<file path="src/rtl/output_port_fifo.sv">
// Show-ahead circular FIFO between the processor output port and its consumer.
// Writes to a full FIFO are dropped and latch a sticky overflow flag.
module output_port_fifo #(
   parameter int WIDTH = 8,
   parameter int DEPTH = 4,
   localparam int CW = $clog2(DEPTH + 1),
   localparam int PW = $clog2(DEPTH)
) (
   input  logic             clk,
   input  logic             reset,
   input  logic             outen,
   input  logic [WIDTH-1:0] out_data,
   output logic             rd_valid,
   input  logic             rd_ready,
   output logic [WIDTH-1:0] rd_data,
   output logic [CW-1:0]    count,
   output logic             full,
   output logic             overflow,
   output logic [WIDTH-1:0] last_out
);

   logic [WIDTH-1:0] r_mem [DEPTH];
   logic [PW-1:0]    r_wptr;
   logic [PW-1:0]    r_rptr;
   logic [CW-1:0]    r_count;
   logic             r_overflow;
   logic [WIDTH-1:0] r_last;

   logic             w_pop;
   logic             w_push;
   logic             w_drop;
   logic [PW-1:0]    w_wptr_nxt;
   logic [PW-1:0]    w_rptr_nxt;

   assign rd_valid = (r_count != '0);
   assign full     = (r_count == CW'(DEPTH));
   assign count    = r_count;
   assign overflow = r_overflow;
   assign last_out = r_last;
   assign rd_data  = rd_valid ? r_mem[r_rptr] : '0;

   // A pop frees a slot in the same cycle, so a full FIFO still accepts a write.
   assign w_pop  = rd_valid & rd_ready;
   assign w_push = outen & (~full | w_pop);
   assign w_drop = outen & ~w_push;

   assign w_wptr_nxt = (r_wptr == PW'(DEPTH - 1)) ? '0 : r_wptr + 1'b1;
   assign w_rptr_nxt = (r_rptr == PW'(DEPTH - 1)) ? '0 : r_rptr + 1'b1;

   always_ff @(posedge clk) begin
      if (reset) begin
         r_wptr     <= '0;
         r_rptr     <= '0;
         r_count    <= '0;
         r_overflow <= 1'b0;
         r_last     <= '0;
      end else begin
         if (w_push) begin
            r_wptr <= w_wptr_nxt;
            r_last <= out_data;
         end
         if (w_pop) begin
            r_rptr <= w_rptr_nxt;
         end
         if (w_push && !w_pop) begin
            r_count <= r_count + 1'b1;
         end else if (w_pop && !w_push) begin
            r_count <= r_count - 1'b1;
         end
         if (w_drop) begin
            r_overflow <= 1'b1;
         end
      end
   end

   // Storage needs no reset; rd_data is gated by rd_valid.
   always_ff @(posedge clk) begin
      if (!reset && w_push) begin
         r_mem[r_wptr] <= out_data;
      end
   end

endmodule

</file>
<file path="config.mk">
export PLATFORM = sky130hd
export DESIGN_NAME = output_port_fifo
export DESIGN_NICKNAME = d
export VERILOG_FILES = /design/src/rtl/output_port_fifo.sv
export SDC_FILE = /design/constraint.sdc
export NUM_CORES = 1
export LEC_CHECK = 0
export ABC_AREA = 1
export BUFFER_PORTS_ARGS = -buffer_cell sky130_fd_sc_hd__buf_2
export CORE_ASPECT_RATIO = 1.25
export CORE_MARGIN = 2
export CORE_UTILIZATION = 40
export DETAILED_ROUTE_END_ITERATION = 10
export PLACE_DENSITY = 0.62
export SKIP_CTS_REPAIR_TIMING = 1
export SYNTH_ARGS = -nofsm -noshare
export SYNTH_HDL_FRONTEND = slang
export SYNTH_SLANG_ARGS = --single-unit
</file>
<file path="constraint.sdc">
create_clock -name clk -period 2 [get_ports clk]
set_clock_uncertainty 0.2 [all_clocks]
set_input_delay 0.1 -clock clk [delete_from_list [all_inputs] [get_ports clk]]
set_output_delay 0.1 -clock clk [all_outputs]
set_load 0.01 [all_outputs]
</file>
==> results.json, run 1 <==
{
  "p_per_area_nw_per_um2": 1070,
  "hpwl_um": 2800,
  "relSlewSlack_pct": 79.4,
  "start_util_pct": 42.1,
  "num_rows": 29,
  "netlist_area_um2": 2170,
  "ys_seq_area_share_pct": 60.9,
  "drt_wl_total_um": 4160,
  "grt_use_total_pct": 14.0,
  "clk_latency_ns": 0.31,
  "fin_crit_ns": 1.87,
  "grt_max_degree": 22,
  "yosysMostFrequentCell": "nor2_1",
  "multiInputGateArea_um2": 689,
  "postLayoutCellArea_um2": 2650,
  "synthTopCellsByArea": "edfxtp_1 44%, dfxtp_1 17%, nor2_1 9.0%",
  "criticalPathCategory": "reg2reg",
  "synthXorXnorAreaFrac_pct": 0.404,
  "htree_levels": 2,
  "grt_overflow": 0,
  "yosysWarningCount": 0,
  "rsz0062_at_grt": "false",
  "drive_gt1_share_pct": 24.1,
  "peakVddDrop_mv": 0.583,
  "yosys.cell_types.count": 23,
  "setup-tns-final_ns": 0,
  "synth_fp_nets": 241,
  "period_share_pct": 93.4,
  "cts_buffers": 5,
  "end_kind": "flip-flop",
  "ys_ff_latch": 50,
  "coreArea_um2": 5150,
  "die_area_um2": 6030,
  "fin_util_pct": 51.5,
  "route.vias.total": 1589,
  "post-place-ws_ns": 0.142,
  "grt_pass1_vias": 1391,
  "tightest_slew_ns": 0.309,
  "placed_area_um2": 2440,
  "clock-sinks": 50,
  "yosys.area_share.simple_pct": 17.9,
  "nFillCells": 498,
  "area.sequential_um2": 1330,
  "timing.final.max_slew_violations": 0,
  "gp_congestion": 0.776,
  "clk_pin_slew_worst_paths_ns": 0.09,
  "synth_top_flop_cell": "edfxtp_1",
  "max_freq_mhz": 535,
  "synth_top_family_by_area": "simple AND/OR/NAND/NOR gates",
  "async_reset_ff_share_pct": 0,
  "die_x_um": 69.9,
  "synthTopCellsByCount": "52 x nor2_1, 32 x edfxtp_1, 25 x inv_1",
  "finalHoldViolations": 0,
  "wire_per_inst_um": 12.2,
  "grt_pass1_wl_um": 6560,
  "postRouteAntennaNets": 0,
  "drt-pass1-iter-count": 4,
  "synth_mux_area_share_pct": 0,
  "synthAdderAreaFrac_pct": 4.39,
  "drc": 0,
  "worstPathRequired_ns": 2.00,
  "area_growth_pct": 22.3,
  "worstHoldPathType": "in2reg",
  "layout.cells.non_filler": 340,
  "port_buffers": 33,
  "synth-edff-count": 32,
  "synth.largest_area_cell": "edfxtp_1",
  "cp.arrival_ns": 1.87,
  "clock_path_buffers": 2,
  "die_h_um": 86.3,
  "yosysTopAreaCellShare_pct": 44.3,
  "cts_tree": "yes",
  "n_antenna_cell": 0,
  "synth_compound_area_share_pct": 8.77,
  "viasPerCell": 4.67,
  "p_leak_nw": 1.16,
  "antenna_found_initial": 0,
  "dr.first_iter.drc_count": 44,
  "maxCapViolCount": 0,
  "avgSynthCellArea_um2": 9.77,
  "setup_violations": 0,
  "status": "complete, no violations",
  "syn_inst": 222,
  "num_io_pins": 34,
  "setup_ws_ns": 0.132,
  "dp.cells": 321,
  "worst_setup_path_start_kind": "flip-flop",
  "nets": 296,
  "path_max_fanout": 4,
  "clockRootBuffer": "clkbuf_8"
}
-- registers in the layout (all words and copies together) (netlist names), named ones only --
| name | count |
|---|---|
| r_wptr | 2 |
| r_mem | 32 |
| r_rptr | 2 |
| overflow | 1 |
| count | 3 |
| last_out | 8 |
-- layout make-up --
class,count,area share (%)
flip-flops and latches,50,50.0
multi-input cells,137,26.0
repair buffers,57,14.1
inverters,26,3.68
well taps,62,2.92
clock buffers,5,2.59
clock inverters,3,0.802
-- path summary, 6_finish.rpt --
check | startpoint | to | slack, ns | cells after the start
worst min-delay path | outen | overflow | 0.12 | 4
worst min register to register | overflow | overflow | 0.26 | 2
worst max-delay path | count[2] | count[1] | 0.13 | 8
worst max register to register | count[2] | count[1] | 0.13 | 8
-- cells by family after synthesis --
logic type / Yosys count
simple gates: 91
flops: 50
compound gates: 38
buf+inv: 35
fa+ha+maj: 7
xor+xnor: 1
-- report_power, final --
group	internal [W]	switching, W	leakage, nW	total, W
registers	0.00121	0.0000818	0.440	0.00129
clock network	0.000246	0.000335	0.0441	0.000581
logic	0.000399	0.000567	0.677	0.000966
total	0.00185	0.000983	1.16	0.00284
-- placed cells by master, fill, tap and decap left out, types with 2 or more instances in the layout --
master,n
nand2_1,20
nand3_2,3
buf_4,13
clkbuf_8,5
buf_2,33
a21oi_1,21
dfxtp_1,15
edfxtp_1,32
inv_1,24
dlygate4sd3_1,11
o21ai_0,17
dfxtp_2,3
nor2_1,52
ha_1,5
inv_2,2
nand3_1,11
-- per-stage QoR --
stage,hold WS [ns],power (W)
2_1_floorplan,-0.0350,0.00193
3_3_place_gp,0.118,0.00224
3_5_place_dp,0.118,0.00225
4_1_cts,-0.213,0.00283
5_1_grt,0.140,0.00304
6_report,0.120,0.00284
-- worst max-delay path, cell delays in order (launching register included) --
cell	delay, ns
dfxtp_1	0.41
inv_2	0.07
nand2_1	0.10
nand2_2	0.07
ha_2	0.20
inv_1	0.09
fa_2	0.43
o21ai_0	0.14
nor2_1	0.06
-- layer usage --
layer / global-route usage, % / wire length [um] / vias to the layer above
met1: 17.4 / 1830 / 718
li1: - / - / 836
met4: 6.82 / 84 / 0
met2: 23.6 / 2090 / 29
met5: 0 / 0 / -
met3: 2.56 / 151 / 6
(Power assumes the default switching activity.)
==> run 2, diff against run 1 <==
Clock period 2 ns to 1.8 ns, I/O delays scaled along.
==> run 2 against run 1 <==
Net effect: the flow now finishes with violations (negative setup slack); die area did not move; register-to-register slack got worse by 0.19 ns; clock power rose by 36%; critical path type unchanged; largest cell class unchanged.
==> results.json, run 2 (synthesized netlist as in run 1, its figures left out) <==
{
  "path_max_fanout": 3,
  "postLayoutCellArea_um2": 2810,
  "drive_gt1_share_pct": 30.6,
  "cts_buffers": 5,
  "drt-pass1-iter-count": 4,
  "clk_pin_slew_worst_paths_ns": 0.09,
  "die_area_um2": 6030,
  "hold_path_end": "count[1]",
  "clock_path_buffers": 2,
  "antenna_found_initial": 0,
  "maxCapViolCount": 0,
  "drt_wl_total_um": 4250,
  "grt_use_total_pct": 13.6,
  "final_common_cell": "nor2_1",
  "drc": 0,
  "wire_per_inst_um": 12.1,
  "finalHoldViolations": 0,
  "largest_reg_flops": 32,
  "worstHoldPathType": "in2reg",
  "fin_crit_ns": 1.86,
  "grt_pass1_vias": 1375,
  "gp_congestion": 0.777,
  "rsz0062_at_grt": "true",
  "worstPathRequired_ns": 1.81,
  "nFillCells": 461,
  "placed_area_um2": 2470,
  "dr.first_iter.drc_count": 58,
  "timing.final.max_slew_violations": 0,
  "n_antenna_cell": 0,
  "worstHoldPathCells": 6,
  "worst_setup_path_start_kind": "flip-flop",
  "criticalPathCategory": "reg2reg",
  "p_leak_nw": 1.23,
  "timing.rr.start": "count[0]",
  "dp.cells": 323,
  "final_cell_mix": "52 x nor2_1, 33 x buf_2, 32 x edfxtp_1",
  "ff2ff_path_depth": 9,
  "hpwl_um": 2790,
  "hold_start": "outen",
  "setup_violations": 2,
  "grt_max_degree": 22,
  "violations": "negative setup slack",
  "clock-sinks": 50,
  "htree_levels": 2,
  "cts_tree": "yes",
  "setup_ws_ns": -0.0563,
  "layout.cells.non_filler": 350,
  "power.total_w": 0.00357,
  "clockRootBuffer": "clkbuf_8",
  "tightest_slew_ns": 0.284,
  "p_per_area_nw_per_um2": 1270,
  "clk_latency_ns": 0.30,
  "end_kind": "flip-flop",
  "port_buffers": 33,
  "viasPerCell": 4.63,
  "postRouteAntennaNets": 0,
  "status": "finished, violations left",
  "start_util_pct": 42.1,
  "period_share_pct": 103,
  "regMostFlops": "r_mem",
  "area_growth_pct": 29.6,
  "peakVddDrop_mv": 0.655,
  "rr_endpoint": "count[1]",
  "num_io_pins": 34,
  "route.vias.total": 1620,
  "grt_overflow": 0,
  "max_freq_mhz": 539,
  "die_h_um": 86.3,
  "cp.arrival_ns": 1.86,
  "coreArea_um2": 5150,
  "num_rows": 29,
  "ff2ff_setup_slack_ns": -0.06,
  "nets": 306,
  "die_x_um": 69.9,
  "relSlewSlack_pct": 81.1,
  "grt_pass1_wl_um": 6310
}
run 2: cell count changes in the layout (fill, tap and decap cells not counted), moves of 2 or more:
cell	delta
buf_4	+9
a21oi_1	-4
a21oi_2	+4
inv_1	-3
dfxtp_4	+2
nand2_1	-2
nand2_4	+2
run 2: critical path, stage by stage (launching register included):
cell	delay, ns
dfxtp_2	0.34
nor2_4	0.16
nand3_2	0.11
nand2_2	0.07
inv_2	0.05
ha_4	0.16
inv_4	0.06
fa_2	0.43
o21ai_2	0.14
nor2_1	0.04
run 2: metal layers:
| metal | global-route usage, % | wire, um | vias to the layer above |
|---|---|---|---|
| met5 | 0 | 0 | - |
| met4 | 5.42 | 77 | 0 |
| met3 | 3.26 | 146 | 8 |
| met2 | 22.6 | 2170 | 32 |
| met1 | 17.2 | 1860 | 725 |
| li1 | - | - | 855 |
run 2: how the worst max path moves through the flow:
stage	start	endpoint	slack, ns
2_1_floorplan	count[1]	count[2]	-0.04
6_report	count[0]	count[1]	-0.06
5_1_grt	count[0]	count[1]	-0.14
4_1_cts	count[1]	count[2]	-0.11
3_5_place_dp	count[1]	count[2]	-0.08
3_3_place_gp	count[1]	count[2]	-0.02
run 2: cell type report:
cell class                 count  area, um2  share of cell area (%)
clock inverter                 3       43.8                    1.56
multi-input combinational    137        733                    26.1
sequential                    50       1330                    47.4
timing repair buffer          67        452                    16.1
clock buffer                   5       68.8                    2.45
tap                           62       77.6                    2.76
inverter                      26        104                    3.70
run 2: power breakdown:
| part | internal (W) | leakage, nW | switching (W) |
|---|---|---|---|
| clock network | 0.000417 | 0.0585 | 0.000374 |
| logic | 0.000606 | 0.730 | 0.000736 |
| registers | 0.00135 | 0.441 | 0.0000826 |
run 2: per-stage QoR:
| step | TNS [ns] | worst slack, ns | utilization (%) | hold slack [ns] |
|---|---|---|---|---|
| detailed placement | -0.143 | -0.0810 | 48.0 | 0.105 |
| global route | -0.343 | -0.142 | 54.5 | 0.123 |
| finish | -0.0870 | -0.0563 | 54.5 | 0.102 |
| floorplan | -0.0650 | -0.0407 | - | -0.0450 |
| CTS | -0.759 | -0.110 | 50.2 | -0.220 |
| global placement | -0.0395 | -0.0209 | 48.0 | 0.111 |
==> run 3, diff against run 2 <==
Settings changed: CORE_MARGIN 2 to unset, HOLD_SLACK_MARGIN set to 0.08, SLEW_MARGIN set to 20.
==> run 3 against run 2 <==
Net effect: the run still ends with negative setup slack left; total power is 1.3% lower; non-clock buffer count is 9 lower; die area is 5.1% lower; largest power group unchanged; cell count is 2.6% lower.
==> results.json, run 3 (synthesized netlist as in run 1, its figures left out) <==
{
  "grt_overflow": 0,
  "period_share_pct": 102,
  "worstPathRequired_ns": 1.51,
  "comb_power_share_pct": 37.3,
  "placed_area_um2": 2460,
  "htree_levels": 2,
  "p_per_area_nw_per_um2": 1280,
  "end_kind": "primary output",
  "status": "finished, violations left",
  "drt_wl_total_um": 4370,
  "p_sw_share_pct": 34.2,
  "grt_max_degree": 22,
  "clock_path_buffers": 2,
  "antenna_found_initial": 0,
  "seqPwrFrac_pct": 40.0,
  "area.sequential_um2": 1330,
  "postLayoutCellArea_um2": 2760,
  "die_h_um": 84.3,
  "clock-sinks": 50,
  "tightest_slew_ns": 0.366,
  "fin_crit_ns": 1.83,
  "regMostFlops": "r_mem",
  "drt-pass1-iter-count": 4,
  "p_leak_nw": 1.19,
  "num_rows": 29,
  "maxCapViolCount": 0,
  "cp.arrival_ns": 1.54,
  "nFillCells": 478,
  "p_sw_w": 0.00120,
  "viasPerCell": 4.58,
  "area_growth_pct": 27.4,
  "drive_gt1_share_pct": 28.7,
  "finalHoldViolations": 0,
  "multiInputGateArea_um2": 757,
  "worstHoldPathType": "in2reg",
  "route.vias.total": 1563,
  "clk_latency_ns": 0.30,
  "gp_congestion": 0.760,
  "nets": 297,
  "grt_pass1_wl_um": 6910,
  "timing.final.max_slew_violations": 0,
  "path_max_fanout": 8,
  "max_freq_mhz": 546,
  "clockRootBuffer": "clkbuf_8",
  "final_cell_mix": "48 x nor2_1, 33 x buf_2, 32 x edfxtp_1",
  "hpwl_um": 2820,
  "setup_ws_ns": -0.0327,
  "grt_pass1_vias": 1490,
  "setup_violations": 4,
  "rsz0062_at_grt": "true",
  "clkPwrFrac_pct": 22.7,
  "final_common_cell": "nor2_1",
  "relSlewSlack_pct": 75.5,
  "die_area_um2": 5720,
  "worst_setup_path_start_kind": "flip-flop",
  "criticalPathCategory": "reg2out",
  "dr.first_iter.drc_count": 53,
  "clk_pin_slew_worst_paths_ns": 0.09,
  "largest_reg_flops": 32,
  "wire_per_inst_um": 12.8,
  "coreArea_um2": 5150,
  "num_io_pins": 34,
  "drc": 0,
  "port_buffers": 33,
  "peakVddDrop_mv": 0.723,
  "postRouteAntennaNets": 0,
  "cts_buffers": 5,
  "grt_use_total_pct": 16.5,
  "intPower_w": 0.00232,
  "whs_ns": 0.0304,
  "die_x_um": 67.9,
  "start_util_pct": 42.1,
  "violations": "negative setup slack",
  "cts_tree": "yes",
  "n_antenna_cell": 0
}
-- run 3: cell types whose count changed in the layout (fill, tap and decap cells not counted), sizes merged --
cell	delta
buf	-8
dlygate4sd3	-1
-- run 3: final timing paths --
path / from / end / slack [ns] / cells after the start
worst min-delay path: rd_ready / r_rptr[0] / 0.03 / 5
worst min register to register: last_out[7] / last_out[7] / 0.29 / 2
worst max register to register: count[0] / count[1] / -0.03 / 9
worst max-delay path: count[1] / rd_data[1] / -0.03 / 7
-- run 3: area by class of cell --
cell class,count,area share [%]
flip-flops and latches,50,48.1
multi-input cells,137,27.4
repair buffers,58,14.0
inverters,26,3.67
well taps,62,2.81
clock buffers,5,2.49
clock inverters,3,1.59
-- run 3: metrics by stage --
step	utilization [%]	worst slack [ns]	instances	total power, W	TNS, ns
2_1_floorplan	-	-0.0407	222	0.00217	-0.0650
4_1_cts	49.9	-0.167	329	0.00339	-2.95
6_report	53.6	-0.0327	341	0.00352	-0.0933
3_3_place_gp	47.7	-0.0858	321	0.00258	-1.01
3_5_place_dp	47.7	-0.147	321	0.00260	-1.66
5_1_grt	53.6	-0.123	341	0.00375	-0.967
-- run 3: layer usage --
layer,vias to the layer above,wire [um],global-route usage (%)
met4,0,72,6.82
met3,7,102,3.26
met5,-,0,0
met2,19,2240,27.7
met1,702,1950,20.1
li1,835,-,-
-- run 3: worst max-delay path, stage by stage, from the launching register on --
cell	delay [ns]
dfxtp_4	0.37
nor2_4	0.04
buf_6	0.11
nand2_4	0.06
buf_6	0.12
clkinvlp_4	0.19
a21oi_1	0.20
buf_2	0.16
-- run 3: power groups by stage --
stage	registers, W	clock network (W)	logic [W]
after floorplan	0.00147	0	0.000703
after global placement	0.00143	0	0.00115
after detailed placement	0.00143	0	0.00116
after CTS	0.00141	0.000815	0.00117
after global routing	0.00142	0.000850	0.00147
final	0.00141	0.000800	0.00131
